## config.mk

```make
export PLATFORM = sky130hd
export DESIGN_NAME = floor_request_latch
export DESIGN_NICKNAME = d
export VERILOG_FILES = /design/src/rtl/floor_request_latch.sv
export SDC_FILE = /design/constraint.sdc
export NUM_CORES = 1
export LEC_CHECK = 0
export BUFFER_PORTS_ARGS = -buffer_cell sky130_fd_sc_hd__buf_2
export CAP_MARGIN = 10
export CELL_PAD_IN_SITES_DETAIL_PLACEMENT = 0
export CELL_PAD_IN_SITES_GLOBAL_PLACEMENT = 1
export CORE_ASPECT_RATIO = 0.75
export CORE_MARGIN = 2
export CORE_UTILIZATION = 35
export DETAILED_ROUTE_END_ITERATION = 6
export PLACE_DENSITY_LB_ADDON = 0.1
export SLEW_MARGIN = 5
export SYNTH_ARGS = -nofsm -noshare
export SYNTH_HDL_FRONTEND = slang
export SYNTH_SLANG_ARGS = --single-unit
```

## constraint.sdc

```tcl
create_clock -name CLK -period 4.35 [get_ports CLK]
set_clock_uncertainty 0.2 [all_clocks]
set_input_delay 1.305 -clock CLK [delete_from_list [all_inputs] [get_ports CLK]]
set_output_delay 1.305 -clock CLK [all_outputs]
set_load 0.005 [all_outputs]
```

## src/rtl/floor_request_latch.sv

```systemverilog
// floor_request_latch
//   Front end of the elevator controller. Raw call keys are synchronised and
//   debounced per floor; each accepted press latches a pending request in
//   `buttons`. When the car sits at a requested floor the request is held for
//   a door dwell and then cleared.
//   Optional feature macro: REQ_CANCEL_EN. When it is defined, pressing an
//   already-pending floor cancels that request, except for the floor being
//   served, where a press only re-opens the door.
module floor_request_latch #(
  parameter int FLOORS          = 10,
  parameter int LAYER_W         = 4,
  parameter int DEBOUNCE_CYCLES = 4,
  parameter int DOOR_CYCLES     = 8
) (
  input  logic               CLK,
  input  logic               Reset,
  input  logic [FLOORS-1:0]  key_in,
  input  logic [LAYER_W-1:0] Layer,
  output logic [FLOORS-1:0]  buttons,
  output logic               door_open,
  output logic [LAYER_W-1:0] dwell_floor
);

  localparam int CNT_W = (DEBOUNCE_CYCLES > 1) ? $clog2(DEBOUNCE_CYCLES) : 1;
  localparam int TMR_W = (DOOR_CYCLES > 1) ? $clog2(DOOR_CYCLES) : 1;
  localparam logic [CNT_W-1:0] CNT_LAST = CNT_W'(DEBOUNCE_CYCLES - 1);
  localparam logic [TMR_W-1:0] TMR_LOAD = TMR_W'(DOOR_CYCLES - 1);

  typedef enum logic [0:0] {
    ST_IDLE  = 1'b0,
    ST_DWELL = 1'b1
  } state_t;

  // Debounce front end state
  logic [FLOORS-1:0] sync1_r;
  logic [FLOORS-1:0] sync2_r;
  logic [FLOORS-1:0] stable_r;
  logic [FLOORS-1:0] press_r;
  logic [CNT_W-1:0]  cnt_r [FLOORS];

  // Request / dwell state
  state_t            state_r;
  state_t            state_nx_s;
  logic [TMR_W-1:0]  timer_r;
  logic [TMR_W-1:0]  timer_nx_s;
  logic              door_nx_s;
  logic [LAYER_W-1:0] dwell_nx_s;
  logic [FLOORS-1:0] buttons_nx_s;
  logic [FLOORS-1:0] clear_s;
  logic [FLOORS-1:0] dwell_mask_s;
  logic              layer_hit_s;
`ifdef REQ_CANCEL_EN
  logic [FLOORS-1:0] cancel_s;
  logic [FLOORS-1:0] protect_s;
`endif

  // Two-stage synchroniser, per-key stable-level counter and press pulse.
  // The press pulse is registered on the same edge the stable level flips to 1.
  always_ff @(posedge CLK) begin
    if (Reset) begin
      sync1_r  <= '0;
      sync2_r  <= '0;
      stable_r <= '0;
      press_r  <= '0;
      for (int i = 0; i < FLOORS; i++) begin
        cnt_r[i] <= '0;
      end
    end else begin
      sync1_r <= key_in;
      sync2_r <= sync1_r;
      for (int i = 0; i < FLOORS; i++) begin
        if (sync2_r[i] != stable_r[i]) begin
          if (cnt_r[i] == CNT_LAST) begin
            stable_r[i] <= sync2_r[i];
            cnt_r[i]    <= '0;
            press_r[i]  <= sync2_r[i];
          end else begin
            cnt_r[i]    <= cnt_r[i] + CNT_W'(1);
            press_r[i]  <= 1'b0;
          end
        end else begin
          cnt_r[i]   <= '0;
          press_r[i] <= 1'b0;
        end
      end
    end
  end

  // Floor match and one-hot of the floor being served.
  always_comb begin
    layer_hit_s  = 1'b0;
    dwell_mask_s = {{(FLOORS-1){1'b0}}, 1'b1} << dwell_floor;
    if (32'(Layer) < FLOORS) begin
      layer_hit_s = buttons[Layer];
    end else begin
      layer_hit_s = 1'b0;
    end
  end

  // Dwell FSM next state: enter on a pending floor, count down, re-open on re-press.
  // At timer expiry the request is cleared even if a re-press lands on that edge;
  // the request-vector update lets the set win so IDLE re-enters the dwell.
  always_comb begin
    state_nx_s = state_r;
    timer_nx_s = timer_r;
    door_nx_s  = door_open;
    dwell_nx_s = dwell_floor;
    clear_s    = '0;
    case (state_r)
      ST_IDLE: begin
        if (layer_hit_s) begin
          state_nx_s = ST_DWELL;
          door_nx_s  = 1'b1;
          dwell_nx_s = Layer;
          timer_nx_s = TMR_LOAD;
        end else begin
          door_nx_s  = 1'b0;
        end
      end
      ST_DWELL: begin
        if (timer_r == '0) begin
          clear_s    = dwell_mask_s;
          door_nx_s  = 1'b0;
          state_nx_s = ST_IDLE;
        end else if (press_r[dwell_floor]) begin
          timer_nx_s = TMR_LOAD;
          door_nx_s  = 1'b1;
        end else begin
          timer_nx_s = timer_r - TMR_W'(1);
          door_nx_s  = 1'b1;
        end
      end
      default: begin
        state_nx_s = ST_IDLE;
        door_nx_s  = 1'b0;
      end
    endcase
  end

  // Request vector update: presses set, dwell expiry clears, set beats clear.
  always_comb begin
`ifdef REQ_CANCEL_EN
    protect_s = '0;
    if (state_r == ST_DWELL) begin
      protect_s = dwell_mask_s;
    end else begin
      protect_s = '0;
    end
    cancel_s     = press_r & buttons & ~protect_s;
    buttons_nx_s = ((buttons & ~clear_s) | press_r) & ~cancel_s;
`else
    buttons_nx_s = (buttons & ~clear_s) | press_r;
`endif
  end

  // Registered FSM state, timer and all outputs.
  always_ff @(posedge CLK) begin
    if (Reset) begin
      state_r     <= ST_IDLE;
      timer_r     <= '0;
      door_open   <= 1'b0;
      dwell_floor <= '0;
      buttons     <= '0;
    end else begin
      state_r     <= state_nx_s;
      timer_r     <= timer_nx_s;
      door_open   <= door_nx_s;
      dwell_floor <= dwell_nx_s;
      buttons     <= buttons_nx_s;
    end
  end

endmodule

```

### Yosys cells after proc, flatten, opt, wreduce, memory -nomap -nowiden

Memories as Yosys holds them, arrays and structs flattened.
Index checks and enable logic that the tools add are counted.

| word-level totals | value |
|---|---|
| memories | 1 |
| register bits | 58 |
| RAM bits | 20 |
| memory bits (read-only) | 0 |
| bits of input ports | 16 |
| latch bits | 0 |
| word-level logic and storage cells | 297 |

Memories:

| name | words | width | rd ports | clocked after memory_dff | wr ports | line | RTL |
|---|---|---|---|---|---|---|---|
| cnt_r | 10 | 2 | 10 | 0 | 10 | 39 | `logic [CNT_W-1:0] cnt_r [FLOORS];` |

| operators by class | value |
|---|---|
| shifts and indexed selects | 1 |
| bitwise logic cells | 54 |
| magnitude comparators | 3 |
| $mul | 0 |
| reductions and logical operators | 23 |
| muxes and demuxes | 156 |
| divide/modulo/power cells | 0 |
| add/sub/neg operators | 11 |
| equality and inequality tests | 22 |

Operators with widths:

| cell | count |
|---|---|
| 1-bit two-way mux | 117 |
| 2-bit two-way mux | 30 |
| 1-bit OR | 30 |
| 3-bit OR reduction | 10 |
| 2-bit AND reduction | 12 |
| 1-bit inverter | 21 |
| 2-bit by 1-bit adder with 2-bit output (second input constant) | 10 |
| 2-bit == test (second input constant) | 10 |
| 10-bit two-way mux | 2 |
| 10-bit bitwise AND | 1 |
| 4-bit by 5-bit < comparator with 1-bit output (second input constant) | 2 |
| 1-bit inequality test | 10 |
| 10-bit inverter | 1 |
| 10-bit OR | 1 |
| 1-bit by 4-bit left shift with 10-bit output (first input constant) | 1 |
| 3-bit two-way mux | 3 |
| 1-bit binary-select mux with 4-bit select | 2 |
| 3-bit one-hot mux with 2 select lines | 1 |
| 4-bit < comparator (second input constant) | 1 |
| 2-bit inequality test (second input constant) | 2 |
| 3-bit logical NOT | 1 |
| 3-bit by 1-bit subtractor with 3-bit output (second input constant) | 1 |
| 1-bit one-hot mux with 2 select lines | 1 |

### Longest topological paths before layout

| depth | value |
|---|---|
| depth after elaboration | 8 |
| mapped depth | 6 |

### Least setup slack after synthesis

OpenSTA, ideal clock, no wires.

| timing path | value |
|---|---|
| path kind | in2reg |
| start point | input port Layer[2] |
| end point | register dwell_floor[0] |
| required time | 4.078 ns |
| stages on the path | 5 |
| library setup time | 0.072 ns |
| data arrival time | 2.397 ns |
| setup slack | 1.681 ns |
| cells stage by stage | mux4_1 -> nand3b_2 -> and3_1 -> buf_6 -> mux2i_1 |

| on the way | value |
|---|---|
| cells in the longest elaborated chain, start to end | 4 |

Ends and longest elaborated chain:

| element | line | RTL |
|---|---|---|
| start, declared | 18 | `input logic [LAYER_W-1:0] Layer,` |
| 1-bit binary-select mux with 4-bit select | 94 | `layer_hit_s = buttons[Layer];` |
| 1-bit two-way mux (implied by the code) | 94 |  |
| 1-bit two-way mux (*) | 93 | `if (32'(Layer) < FLOORS) begin` |
| 2-bit AND reduction (no line) (*) | -- |  |
| end signal, assigned | 168 | `dwell_floor <= dwell_nx_s;` |
| end, declared | 21 | `output logic [LAYER_W-1:0] dwell_floor` |

Every way passes the cells marked *; elsewhere a longest branch is shown, timed or not. The select of a mux whose other input is x is not followed.
A chain may end at the register's enable or synchronous reset.

### Worst setup path after layout

Ends and elaborated chain as after synthesis.

==> results.txt <==
Critical path data arrival time: 2.68 ns
Status: complete, no violations
CP max FO: 5
Post CTS Setup Buffer Count: 0
Most frequent cell after synthesis: dfxtp_1
Critical Path Source: Layer[2]
Pre-CTS setup slack: 1.40 ns
Vias per cell: 4.56
Final core occ: 43.8%
Hold Fails Final Rpt: 0
Pwr Total: 1.56 mW
Wire per inst: 12.5 um
#FFs+latches synth: 78
First-pass GRT wire length: 9370 um
TritonCTS clock tree: yes
Buf/Inv on CP: 1
Total GRT Usage: 12.7%
Die area: 9770 um2
Layout area overhead: 19.8%
Starting DRC count in detailed routing: 67
Top Family by Delay on Critical Path: multiplexers
Max incr delay on CP: 0.57 ns
Worst R2R Start: dwell_floor[0]$_SDFFE_PP0P_
Nets@finish: 362
Critical Path RT: 4.41 ns
Post-route ant nets: 0
Max cap viols: 0
Routed vias: 2037
Largest net degree at the start of global routing: 53
H-tree depth: 3
Vias in the first global route: 1885
CTS max path bufs: 2
Mapped Area: 3140 um2
Detail Placement HPWL: 3910 um
PD cells: 413 nW/um2
Placed Area: 3470 um2
CTS Buf Count: 9
Die span in x: 113 um
Filler-free cell count of the finished design: 447
RSZ-0062 raised after global routing: no
Core ar.: 8600 um2
Final instance area: 3770 um2
Ys flop type: dfxtp_1
Rel. slew slack: 41.2%
YS warnings: 0
# diodes: 0
Clk pin slew, worst setup/hold paths: 0.06 ns
Die height: 86.1 um
Fin crit share: 60.3%
Initial antenna violation count: 0
Port Buf Inserts: 30
CP Capture Type: flip-flop
Clock Sink Count: 78
Post-synthesis sequential area ratio: 56.0%
DRC: 0
Ports: 31
Post-Synthesis Cells: 282
Final WS setup: 1.73 ns
Min-delay src: sync1_r[4]$_SDFF_PP0_
Hold buffer count at CTS: 0
Leading area contributor after synthesis: dfxtp_1
Static Leak: 1.51 nW
Placed cell count: 431
RD Place Congestion: 0.769
Worst path cell trace: buf_2, mux4_1, nand3b_2, and3_1, mux2i_1
Pins over their slew limit: 0
Synth top area cells: dfxtp_1 37%, edfxtp_1 19%, ha_1 4.8%
Tmin final: 2.62 ns
Detailed Routing Iterations Pass 1: 4
Avg Cell Area, Syn: 11.1 um2
Maximum VDD drop: 0.236 mV
Fraction of layout cells with a size suffix above 1: 16.2%
Post-synth ARST share: 0%
Worst Tran Pin Value: 0.883 ns
Synth cell count leaders: 58 x dfxtp_1, 32 x nor2_1, 24 x inv_1
CTS root buffer: clkbuf_16
Setup Total Neg Slack: 0 ns
Endpoints failing setup: 0
Final wirelength: 5570 um
Clk Latency, worst-skew pair: 0.33 ns
Share of the synthesized area in the top cell type: 36.9%
Critical path startpoint category: input pin
Initial core utilization: 36.6%
HP Class: flip-flop to flip-flop
Post-cts resize count: 0
Netlist cell types: 39
GRT Residual Overflow: 0
Max Fclk: 0.382 GHz
Row Count: 29
Final hold slack: 0.235 ns
Cell at the slowest stage of the critical path: mux4_1
Number of synthesized flops with an enable pin: 20
Crit Path Class: input pin to flip-flop
## worst reg2reg max path: cells and delay by family, from the launching register on
kind / cells / cell delay [ns]
mux: 1 / 0.56
flops: 1 / 0.57
compound gates: 3 / 0.57
## cells by family (layout without fill, tap and decap cells)
group / count (synthesis) / after routing / synth area share (%)
and+or+nand+nor: 95 / 95 / 17.9
DFF: 78 / 78 / 56.0
AOI/OAI and AO/OA: 34 / 34 / 6.41
buffers and inverters: 34 / 72 / 4.34
muxes: 18 / 18 / 7.60
adders and majority gates: 12 / 12 / 4.78
xor gates and xnor gates: 10 / 10 / 2.79
other: 1 / 20 / 0.119
## final timing paths
check                           cells past startpoint  slack, ns                     endpoint
worst max-delay path                                5       1.73  dwell_floor[0]$_SDFFE_PP0P_
worst min-delay path                                1       0.23        sync2_r[4]$_SDFF_PP0_
worst min register to register                      1       0.23        sync2_r[4]$_SDFF_PP0_
worst max register to register                      4       2.31      timer_r[1]$_SDFFE_PP0P_
## layout by cell type (no fill, tap or decap), types with 9 or more instances in the layout
cell,count
xnor2_1,10
or3_1,11
nor2_1,32
inv_1,24
mux2i_1,13
ha_1,12
nor2b_1,20
edfxtp_1,20
conb_1,20
nor4bb_1,10
a21oi_1,18
buf_2,30
clkbuf_16,9
dfxtp_1,58
## flip-flops by register name (all words and copies together) (netlist names)
name,count
cnt_r,20
buttons,10
press_r,10
stable_r,10
sync1_r,10
sync2_r,10
dwell_floor,4
timer_r,3
state_r,1
## report_power, final
group	internal (mW)	switching (mW)	leakage (nW)
Sequential	0.764	0.00974	0.678
Combinational	0.0277	0.0298	0.687
Clock	0.449	0.276	0.149
## cell type report
cell class	count	area (um2)
Multi-Input combinational cell	189	1320
Timing Repair Buffer	32	165
Clock buffer	14	284
Fill cell	848	4830
Clock inverter	2	13.8
Inverter	24	90.1
Sequential cell	78	1760
Tap cell	108	135
## metal layers
metal	up-vias	wire, um	global-route usage, %	part of all wire, %
li1	1059	-	-	-
met1	933	3070	18.1	55
met2	37	2140	16.8	38
met3	8	275	5.37	4.9
met4	0	85	4.99	1.5
met5	-	0	0	0
(Power assumes the default switching activity.)
